==> config.mk <==
export PLATFORM = sky130hd
export DESIGN_NAME = matmul_sequencer
export DESIGN_NICKNAME = d
export VERILOG_FILES = /design/src/rtl/matmul_sequencer.sv
export SDC_FILE = /design/constraint.sdc
export NUM_CORES = 1
export LEC_CHECK = 0
export CAP_MARGIN = 20
export CORE_AREA = 5 5 51 71
export DETAILED_ROUTE_END_ITERATION = 8
export DIE_AREA = 0 0 56 76
export GPL_TIMING_DRIVEN = 0
export PLACE_DENSITY = 0.67
export SLEW_MARGIN = 0
export SYNTH_ARGS = -nofsm -noshare
export SYNTH_HDL_FRONTEND = slang
export SYNTH_SLANG_ARGS = --single-unit
==> constraint.sdc <==
create_clock -name clk -period 5.3 [get_ports clk]
set_input_delay 0.795 -clock clk [delete_from_list [all_inputs] [get_ports clk]]
set_output_delay 0.795 -clock clk [all_outputs]
set_load 0.005 [all_outputs]
==> src/rtl/matmul_sequencer.sv <==
// matmul_sequencer: step sequencer for C(2x3) = A(2x3) * B(3x3).
// Drives an external mod-18 step counter, decodes each step into A/B operand
// addresses and MAC control, and delays the write strobe by MAC_LAT cycles.
// Optional range check on the counter value: define MATMUL_SEQ_ERRCHK_EN.
module matmul_sequencer #(
    parameter int MAC_LAT = 1
) (
    input  logic       clk,
    input  logic       mr,
    input  logic       start,
    input  logic       hold,
    input  logic [4:0] count,
    output logic       cnt_ce,
    output logic       cnt_mr,
    output logic       op_valid,
    output logic [2:0] a_addr,
    output logic [3:0] b_addr,
    output logic       acc_clr,
    output logic       c_wr,
    output logic [2:0] c_addr,
    output logic       busy,
    output logic       done,
    output logic       err
);

    typedef enum logic [1:0] {IDLE, RUN, DRAIN, DONE} state_t;

    state_t     state;
    state_t     state_next;
    logic [1:0] drain_cnt;
    logic       row;
    logic [3:0] rem;
    logic [1:0] col;
    logic [1:0] kk;
    logic [2:0] c_idx;
    logic       step_ok;
    logic       wr_in;
    logic [2:0] addr_in;
    logic       wr_pipe   [MAC_LAT];
    logic [2:0] addr_pipe [MAC_LAT];

`ifdef MATMUL_SEQ_ERRCHK_EN
    logic       bad_count;
    assign bad_count = (count > 5'd17);
`endif

    // Split the step number into row i, column j and inner index k
    always_comb begin
        row = (count >= 5'd9);
        rem = row ? 4'(count - 5'd9) : count[3:0];
        if (rem >= 4'd6) begin
            col = 2'd2;
            kk  = 2'(rem - 4'd6);
        end else if (rem >= 4'd3) begin
            col = 2'd1;
            kk  = 2'(rem - 4'd3);
        end else begin
            col = 2'd0;
            kk  = rem[1:0];
        end
        c_idx = (row ? 3'd3 : 3'd0) + {1'b0, col};
    end

    // Next-state and output decode for the sequencer FSM
    always_comb begin
        state_next = state;
        cnt_ce     = 1'b0;
        cnt_mr     = 1'b1;
        op_valid   = 1'b0;
        a_addr     = 3'd0;
        b_addr     = 4'd0;
        acc_clr    = 1'b0;
        busy       = 1'b1;
        done       = 1'b0;
        step_ok    = !hold;
`ifdef MATMUL_SEQ_ERRCHK_EN
        step_ok    = !hold && !bad_count;
`endif
        case (state)
            IDLE: begin
                cnt_mr = 1'b0;
                busy   = 1'b0;
                if (start) state_next = RUN;
            end
            RUN: begin
`ifdef MATMUL_SEQ_ERRCHK_EN
                if (bad_count) state_next = IDLE;
`endif
                if (step_ok) begin
                    cnt_ce   = 1'b1;
                    op_valid = 1'b1;
                    a_addr   = (row ? 3'd3 : 3'd0) + {1'b0, kk};
                    b_addr   = ({2'b00, kk} * 4'd3) + {2'b00, col};
                    acc_clr  = (kk == 2'd0);
                    if (count == 5'd17) state_next = DRAIN;
                end
            end
            DRAIN: begin
                if (drain_cnt == 2'(MAC_LAT - 1)) state_next = DONE;
            end
            DONE: begin
                done       = 1'b1;
                state_next = IDLE;
            end
            default: state_next = IDLE;
        endcase
    end

    // State register
    always_ff @(posedge clk) begin
        if (!mr) state <= IDLE;
        else     state <= state_next;
    end

    // Count cycles spent in DRAIN so the last MAC result can land
    always_ff @(posedge clk) begin
        if (!mr || state != DRAIN) drain_cnt <= 2'd0;
        else                       drain_cnt <= drain_cnt + 2'd1;
    end

    assign wr_in   = op_valid && (kk == 2'd2);
    assign addr_in = wr_in ? c_idx : 3'd0;

    // Result write delay line; keeps moving through memory stalls
    always_ff @(posedge clk) begin
        if (!mr) begin
            for (int s = 0; s < MAC_LAT; s++) begin
                wr_pipe[s]   <= 1'b0;
                addr_pipe[s] <= 3'd0;
            end
        end else begin
            wr_pipe[0]   <= wr_in;
            addr_pipe[0] <= addr_in;
            for (int s = 1; s < MAC_LAT; s++) begin
                wr_pipe[s]   <= wr_pipe[s-1];
                addr_pipe[s] <= addr_pipe[s-1];
            end
        end
    end

    assign c_wr   = wr_pipe[MAC_LAT-1];
    assign c_addr = addr_pipe[MAC_LAT-1];

`ifdef MATMUL_SEQ_ERRCHK_EN
    // Sticky flag for an out-of-range counter value seen while running
    always_ff @(posedge clk) begin
        if (!mr)                          err <= 1'b0;
        else if (state == IDLE && start)  err <= 1'b0;
        else if (state == RUN && bad_count) err <= 1'b1;
    end
`else
    assign err = 1'b0;
`endif

endmodule

==> flow_metrics.env <==
export IMPL_worstPathRequired_ns=4.51
export IMPL_setup_ws_ns=0.143
export IMPL_ios=27
export IMPL_routedWlPerCell_microns=12.8
export IMPL_critPathArrivalTime_ns=4.36
export IMPL_path_class="input pin to output port"
export IMPL_port_buffers=24
export IMPL_hp_class="flip-flop to flip-flop"
export IMPL_power_density_nw_per_um2=250
export IMPL_cts_tree="done"
export IMPL_max_slew_margin=0.547
export IMPL_finalPower_mw=0.359
export IMPL_report_final_slew_viol_count=0
export IMPL_drc=0
export IMPL_drive_above_1_share=0.278
export IMPL_first_iter_violations=13
export IMPL_synth_most_common_cell="inv_1"
export IMPL_ant_nets=0
export IMPL_ys_top_cells_by_area="ha_1 (18%), dfxtp_1 (17%), fa_1 (8.3%)"
export IMPL_setup_viol=0
export IMPL_drt_pass1_iterations=4
export IMPL_hold_viol_final=0
export IMPL_clockBufferDepth=2
export IMPL_startpoint_type="input pin"
export IMPL_clock_skew_ns=0.00198
export IMPL_power_leakage_nw=0.641
export IMPL_vias=913
export IMPL_synth_common_cells="inv_1 (17), ha_1 (14), nor2_1 (13)"
export IMPL_final_nets=180
export IMPL_gp_congestion=0.747
export IMPL_ys_ff_latch=8
export IMPL_chipHeight_microns=76
export IMPL_ir_drop_v=0.000195
export IMPL_synthArstFlopShare=0
export IMPL_cts_made_buffers=3
export IMPL_fin_cells=190
export IMPL_synth_fp_nets=142
export IMPL_area_delta_synth_final_pct=49.2
export IMPL_synth_cell_types=44
export IMPL_end_kind="output port"
export IMPL_root_buffer="clkbuf_8"
export IMPL_start_util=0.324
export IMPL_grt_overflow=0
export IMPL_cap_violations=0
export IMPL_cts_sinks=8
export IMPL_finalCritPeriodShare=0.973
export IMPL_ys_flop_type="dfxtp_1"
export IMPL_rsz0062_at_grt="false"
export IMPL_yosysWarnings=0
export IMPL_antenna_found_initial=0
export IMPL_num_rows=24
export IMPL_synthCells=115
export IMPL_dpl_cell_count=178
export IMPL_whs_path_depth=2
export IMPL_dp_hpwl_microns=1890
export IMPL_r2r_cells=7
export IMPL_tightest_slew_ns=0.674
export IMPL_timing_rr_start="state[0]"
export IMPL_fp_dieW_microns=56
export IMPL_drt_total_wl_microns=2430
export IMPL_via_per_inst=4.81
export IMPL_clk_latency_ns=0.23
export IMPL_clkTransAtPathRegs_ns=0.04
export IMPL_grt_start_max_net_pins=11
export IMPL_h_tree_depth=1
export IMPL_fin_util=0.483
export IMPL_grt_pass1_vias=1035
export IMPL_hold_worst_slack_ns=0.522
export IMPL_netlist_area_sq_um=962
export IMPL_min_period_ns=5.16
export IMPL_max_freq_mhz=194
export IMPL_pre_cts_ws_ns=-1.01
export IMPL_track_usage=0.120
export IMPL_yosysSeqAreaShare=0.166
export IMPL_yosysTopAreaCell="ha_1"
export IMPL_grt_pass1_wl_microns=4330
export IMPL_core_sq_um=2970
export IMPL_synth_edf_count=0
export IMPL_synth_top_cell_area_share=0.182
export IMPL_outcome="finished, final reports clean"
export IMPL_ctsHoldBuffers=0
export IMPL_syn_avg_cell_area_sq_um=8.37
export IMPL_die_area_sq_um=4260
export IMPL_hold_start="drain_cnt[0]"
export IMPL_crit_fanout=6
export IMPL_setup_worst_path_start="count[0]"
export IMPL_diodes=0
==> stage by stage <==
stage	setup TNS (ns)	cell area, sq um
4_1_cts	0	1380
5_1_grt	0	1440
6_report	0	1440
2_1_floorplan	0	962
3_5_place_dp	-2.89	1250
3_3_place_gp	-2.57	1250
==> timing repair <==
| action | 4_1_cts | 5_1_grt |
|---|---|---|
| endpoints found under the hold margin | 0 | 0 |
| setup endpoints to repair | 5 | 3 |
| gates resized for setup | 28 | 8 |
| buffers inserted | 4 | 5 |
| pin swaps | 8 | 6 |
==> sequential cells by signal (all words and copies together), names as in the netlist <==
register and count:
wr_pipe 1, addr_pipe 3, drain_cnt 2, state 2
==> worst max-delay path: stages <==
cell           delay (ns)
buf_2                0.15
ha_4                 0.17
or4_4                0.45
a31oi_4              0.26
and2_4               0.22
ha_4                 0.16
a21oi_4              0.04
or3_4                0.33
and3_4               0.20
fa_1                 0.47
nand2_1              0.05
or3_4                0.33
fa_1                 0.36
nor2_1               0.11
dlygate4sd2_1        0.24
==> cell families (layout without fill, tap and decap cells) <==
group                    Yosys count  in the layout  share of synthesized area
AND/OR/NAND/NOR                   42             42                      0.246
adder cells (fa/ha/maj)           18             18                      0.265
multiplexers                       4              4                     0.0429
other                              1              1                    0.00390
buffers and inverters             22             58                      0.105
AO/OA/AOI/OAI                     20             20                      0.170
flip-flops                         8              8                      0.166
==> routing by layer <==
metal | wire length (microns) | GRT usage
met4 | 17 | 0.0309
met2 | 1330 | 0.230
met5 | 0 | 0
met3 | 103 | 0.0322
met1 | 977 | 0.127
==> where the power goes <==
group / internal (mW) / total, mW / switching, mW / leakage [nW]
Clock: 0.0490 / 0.0712 / 0.0222 / 0.0216
Sequential: 0.0682 / 0.0740 / 0.00579 / 0.0649
Combinational: 0.113 / 0.213 / 0.101 / 0.555
Total: 0.230 / 0.359 / 0.128 / 0.641
==> path summary, 6_finish.rpt <==
check,end,slack [ns]
worst max-delay path,b_addr[3],0.14
worst min-delay path,drain_cnt[0],0.52
worst max register to register,state[1],3.78
worst min register to register,drain_cnt[0],0.52
==> final cells by class <==
cell class	instances	area [sq um]
timing repair buffer	33	289
tap	39	48.8
clock buffer	3	41.3
buffer	5	40.0
multi-input combinational	85	792
inverter	17	63.8
sequential	8	160
fill	290	1540
==> cells in the final DEF, fill, tap and decap left out, types with 2 or more instances in the layout <==
cell / n
clkbuf_8: 3
o31a_1: 2
ha_1: 11
buf_4: 13
and2_1: 4
mux2i_1: 3
nand3_1: 4
inv_1: 16
nor2_1: 13
fa_1: 4
nand2_1: 2
buf_2: 2
nand3b_1: 2
and3_1: 2
dfxtp_1: 8
clkdlybuf4s50_1: 19
a21oi_1: 2
o21ai_0: 2
ha_4: 3
or3_4: 2
(Power assumes the default switching activity.)
